[src/rtl/counter_step_arbiter.sv]
// rtl/counter_step_arbiter.sv - round-robin sharing of a 4-bit step counter between requesters
// Each grant runs an optional counter clear, then a burst of enable cycles, then a one-cycle done.
module counter_step_arbiter #(
   parameter int NUM_REQ = 4,
   parameter int LEN_W   = 4
) (
   input  logic                     i_Clock,
   input  logic                     i_Reset_n,
   input  logic [NUM_REQ-1:0]       i_Req,
   input  logic [NUM_REQ*LEN_W-1:0] i_Len,
   input  logic [NUM_REQ-1:0]       i_ClearFirst,
   output logic [NUM_REQ-1:0]       o_Grant,
   output logic [NUM_REQ-1:0]       o_Done,
   output logic                     o_CounterReset,
   output logic                     o_CounterEnable,
   output logic                     o_Busy
);

   localparam int IDX_W = (NUM_REQ > 1) ? $clog2(NUM_REQ) : 1;

   typedef enum logic [1:0] {
      ST_IDLE,
      ST_CLEAR,
      ST_STEP,
      ST_DONE
   } state_t;

   state_t             state;
   state_t             state_nxt;
   logic [IDX_W-1:0]   idx;
   logic [IDX_W-1:0]   idx_nxt;
   logic [IDX_W-1:0]   last;
   logic [IDX_W-1:0]   last_nxt;
   logic [LEN_W-1:0]   remaining;
   logic [LEN_W-1:0]   remaining_nxt;

   logic               win_found;
   logic [IDX_W-1:0]   win_idx;
   logic [LEN_W-1:0]   win_len;

   logic [NUM_REQ-1:0] grant_nxt;
   logic [NUM_REQ-1:0] done_nxt;
   logic               counter_reset_nxt;
   logic               counter_enable_nxt;
   logic               busy_nxt;

   function automatic logic [IDX_W-1:0] rr_pick(input logic [IDX_W-1:0] base, input int offset);
      int sum;
      sum = int'(base) + offset;
      if (sum >= NUM_REQ) begin
         sum = sum - NUM_REQ;
      end
      return IDX_W'(sum);
   endfunction

   // Scan starts just past the last winner, so the previous owner is considered last.
   always_comb begin
      win_found = 1'b0;
      win_idx   = '0;
      for (int i = 1; i <= NUM_REQ; i++) begin
         if (!win_found && i_Req[rr_pick(last, i)]) begin
            win_found = 1'b1;
            win_idx   = rr_pick(last, i);
         end
      end
      win_len = i_Len[win_idx*LEN_W +: LEN_W];
   end

   always_comb begin
      state_nxt     = state;
      idx_nxt       = idx;
      last_nxt      = last;
      remaining_nxt = remaining;
      case (state)
         ST_IDLE: begin
            if (win_found) begin
               idx_nxt       = win_idx;
               last_nxt      = win_idx;
               remaining_nxt = win_len;
               if (i_ClearFirst[win_idx]) begin
                  state_nxt = ST_CLEAR;
               end else if (win_len != '0) begin
                  state_nxt = ST_STEP;
               end else begin
                  state_nxt = ST_DONE;
               end
            end
         end
         ST_CLEAR: begin
            state_nxt = (remaining != '0) ? ST_STEP : ST_DONE;
         end
         ST_STEP: begin
            remaining_nxt = remaining - 1'b1;
            if (remaining <= LEN_W'(1)) begin
               state_nxt = ST_DONE;
            end
         end
         ST_DONE: begin
            state_nxt = ST_IDLE;
         end
         default: begin
            state_nxt = ST_IDLE;
         end
      endcase
   end

   // Outputs are decoded from the next state and registered alongside it.
   always_comb begin
      grant_nxt          = '0;
      done_nxt           = '0;
      counter_reset_nxt  = (state_nxt == ST_CLEAR);
      counter_enable_nxt = (state_nxt == ST_STEP);
      busy_nxt           = (state_nxt != ST_IDLE);
      if (state_nxt != ST_IDLE) begin
         grant_nxt = NUM_REQ'(1) << idx_nxt;
      end
      if (state_nxt == ST_DONE) begin
         done_nxt = NUM_REQ'(1) << idx_nxt;
      end
   end

   always_ff @(posedge i_Clock) begin
      if (!i_Reset_n) begin
         state           <= ST_IDLE;
         idx             <= '0;
         last            <= IDX_W'(NUM_REQ - 1);
         remaining       <= '0;
         o_Grant         <= '0;
         o_Done          <= '0;
         o_CounterReset  <= 1'b1;
         o_CounterEnable <= 1'b0;
         o_Busy          <= 1'b0;
      end else begin
         state           <= state_nxt;
         idx             <= idx_nxt;
         last            <= last_nxt;
         remaining       <= remaining_nxt;
         o_Grant         <= grant_nxt;
         o_Done          <= done_nxt;
         o_CounterReset  <= counter_reset_nxt;
         o_CounterEnable <= counter_enable_nxt;
         o_Busy          <= busy_nxt;
      end
   end

endmodule

[config.mk]
export PLATFORM = sky130hd
export DESIGN_NAME = counter_step_arbiter
export DESIGN_NICKNAME = d
export VERILOG_FILES = /design/src/rtl/counter_step_arbiter.sv
export SDC_FILE = /design/constraint.sdc
export NUM_CORES = 1
export LEC_CHECK = 0
export ABC_AREA = 0
export BUFFER_PORTS_ARGS = -buffer_cell sky130_fd_sc_hd__buf_2
export CELL_PAD_IN_SITES_DETAIL_PLACEMENT = 1
export CELL_PAD_IN_SITES_GLOBAL_PLACEMENT = 1
export CORE_AREA = 2 2 59 61
export CTS_BUF_LIST = sky130_fd_sc_hd__clkbuf_8
export DETAILED_ROUTE_END_ITERATION = 12
export DIE_AREA = 0 0 61 63
export PLACE_DENSITY = 0.81
export SYNTH_ARGS = -nofsm -noshare
export SYNTH_HDL_FRONTEND = slang
export SYNTH_SLANG_ARGS = --single-unit
[constraint.sdc]
create_clock -name i_Clock -period 2.78 [get_ports i_Clock]
set_input_delay 0.278 -clock i_Clock [delete_from_list [all_inputs] [get_ports i_Clock]]
set_output_delay 0.278 -clock i_Clock [all_outputs]
set_load 0.05 [all_outputs]
==> flow_summary.yaml <==
synthesis:
  synth_compound_gate_area_share: 0.179
  syn_area_per_cell_sq_um: 9.51
  syn-cell-area_sq_um: 1210
  synth_top_family_by_area: "simple AND/OR/NAND/NOR gates"
  async_reset_ff_frac: 0
  synthCells: 127
  synth_enable_flop_cells: 0
  synth-simple-area-share: 0.202
  synthXorXnorAreaFrac: 0
  syn-num-nets: 159
  synth_ff_type: "dfxtp_1"
  yosysSeqAreaShare: 0.348
  synth-seq-cells: 21
  synth_fa_ha_area_frac: 0.0622
  muxShareOfSynthArea: 0.151
  synth_warnings: 0
  yosysUniqueCellTypes: 39
cts:
  clk_pin_slew_ps: 70
  cts.sinks: 21
  cts_tree: "done"
  cts.path.max_buffers: 2
  post_cts_buffers: 0
  h-tree-depth: 1
  numCtsBuffers: 3
  cts-root-buf: "clkbuf_8"
  clock_latency_ps: 260
global_route:
  track_usage: 0.173
  grt_pass1_vias: 1176
  grt-ovfl-total: 0
  antenna_found_initial: 0
  grt_max_degree: 13
  grt_pass1_wl_um: 5060
sta:
  setup_tns_ps: 0
  slew_headroom: 0.618
  rsz0062_at_grt: "false"
  setup_violations: 0
  fin_crit_sh: 0.866
  finalHoldViolCount: 0
  fin_crit_ps: 2410
  fmax_mhz: 415
  finClkSkew_ps: 0.852
  slew_viol_final: 0
  worst_pin_slew_ps: 574
finish:
  layout_commonest_cell: "buf_2"
  final_cell_mix: "buf_2 (36), dfxtp_1 (21), nor2_1 (13)"
  layout.cells.non_filler: 209
  layout.nets: 196
  fillers: 391
  drive_gt1_frac: 0.356
  syn_to_final_growth_pct: 21.0
  diodes: 0
setup_path:
  r2r_end: "o_Done[1]$_SDFF_PN0_"
  crit_path_end_kind: "flop"
  ff2ff_path_depth: 6
  reg2reg_from: "last[1]$_SDFFE_PN1P_"
  crit_chain: "nand3b_1, a31oi_4, mux2_2, a311oi_2, o21ai_2, nor3_1"
  arrival_ps: 2580
  cp_slowest_cell: "dfxtp_1"
  worstSetupStartpointType: "flop"
  crit_required_ps: 2950
  cp_max_fo: 11
  cpPeakStageDelay_ps: 460
  reg2reg_slack_ps: 370
  crit_type: "reg -> reg"
detailed_routing:
  drt-initial-drc-count: 29
  drt-total-wl_um: 2960
  wl_per_cell_um: 14.2
  drc: 0
  vias_per_cell: 5.19
  dr_total_vias: 1084
  firstDrtPassIters: 4
  drtAntennaViolNets: 0
place:
  dp_hpwl_um: 2410
  dp.cells: 205
  gp_routability_congestion: 0.810
  portBuffers: 36
power_and_ir_drop:
  vdd.ir_drop.worst_uv: 349
  power.leakage_nw: 0.675
  powerDensity_nw_per_um2: 1150
floorplan:
  coreArea_sq_um: 3230
  die_y_um: 63
  ioPinCount: 37
  die_w_um: 61
  start_util: 0.374
  die-area_sq_um: 3840
  rows: 21
worst_hold_path:
  min_path_cells: 2
  hp-start: "i_Reset_n"
  hold_end: "last[0]$_SDFFE_PN1P_"
  min_path_type: "in -> reg"
outcome:
  status: "finished, final reports clean"
run:
  maxCapViolations: 0
==> power breakdown <==
part	internal [mW]	switching (mW)
Clock	0.0998	0.0978
Sequential	0.405	0.0633
Combinational	0.377	0.644
==> layout make-up <==
type,count,area (sq um),share of cell area
Clock buffer,3,41.3,0.0283
Clock inverter,1,5.00,0.00342
Inverter,8,30.0,0.0205
Multi-Input combinational cell,94,727,0.497
Sequential cell,21,420,0.288
Tap cell,46,57.6,0.0394
Timing Repair Buffer,36,180,0.123
==> flip-flops by register name (all words and copies together) (netlist names), 2 cells and up <==
name       flops
o_Grant        4
idx            2
remaining      4
o_Done         4
last           2
state          2
==> metal layers <==
layer	vias up	GRT usage	share of wire
li1	525	-	-
met1	531	0.193	0.40
met2	19	0.313	0.55
met3	9	0.0290	0.024
met4	0	0.0679	0.025
met5	-	0	0
==> how the worst max path moves through the flow <==
stage	start	to	cells after the start
floorplan	last[1]$_SDFFE_PN1P_	o_Done[2]$_SDFF_PN0_	9
global placement	last[1]$_SDFFE_PN1P_	o_Done[3]$_SDFF_PN0_	6
detailed placement	last[1]$_SDFFE_PN1P_	o_Done[2]$_SDFF_PN0_	6
CTS	last[1]$_SDFFE_PN1P_	o_Done[2]$_SDFF_PN0_	6
global route	last[1]$_SDFFE_PN1P_	o_Done[1]$_SDFF_PN0_	6
finish	last[1]$_SDFFE_PN1P_	o_Done[1]$_SDFF_PN0_	6
==> cells in the mapped netlist, types with 2 or more instances <==
cell      instances  share of area
dfxtp_1          21           0.35
nor2_1           13          0.040
mux2i_1          10          0.083
inv_1             8          0.025
a21oi_1           7          0.029
nand2_1           7          0.022
ha_1              6          0.062
o21ai_0           6          0.025
mux2_4            4          0.050
nor2b_1           4          0.021
nor3_1            4          0.017
buf_6             3          0.028
a22oi_1           2          0.012
and2_1            2          0.010
and3_1            2          0.010
mux2_2            2          0.019
nand2b_1          2          0.010
nand3b_1          2          0.012
nor3_2            2          0.017
==> timing repair <==
| item | 4_1_cts | 5_1_grt |
|---|---|---|
| hold buffers | 0 | 0 |
| gates resized for setup | 0 | 1 |
| setup endpoints to repair | 0 | 1 |
==> worst max-delay path: cells and delay by family, from the launching register on <==
family             cells  cell delay [ps]
AOI/OAI and AO/OA      3             1100
DFF                    1              460
muxes                  1              420
and+or+nand+nor        2              360
==> stage by stage <==
| stage | power, mW | worst slack, ps | utilization | area [sq um] | hold slack (ps) |
|---|---|---|---|---|---|
| after floorplan | 1.30 | 806 | - | 1210 | 349 |
| final | 1.69 | 372 | 0.452 | 1460 | 295 |
| after CTS | 1.70 | 146 | 0.449 | 1450 | 297 |
| after global placement | 1.44 | 319 | 0.435 | 1410 | 521 |
| after global routing | 1.83 | 224 | 0.452 | 1460 | 302 |
| after detailed placement | 1.49 | 153 | 0.435 | 1410 | 542 |
==> cell families after synthesis <==
family | count (synthesis)
adders and majority gates | 6
muxes | 16
AOI/OAI and AO/OA | 28
and+or+nand+nor | 44
buffers and inverters | 12
DFF | 21
No activity file was read; power rests on OpenSTA's default activity.
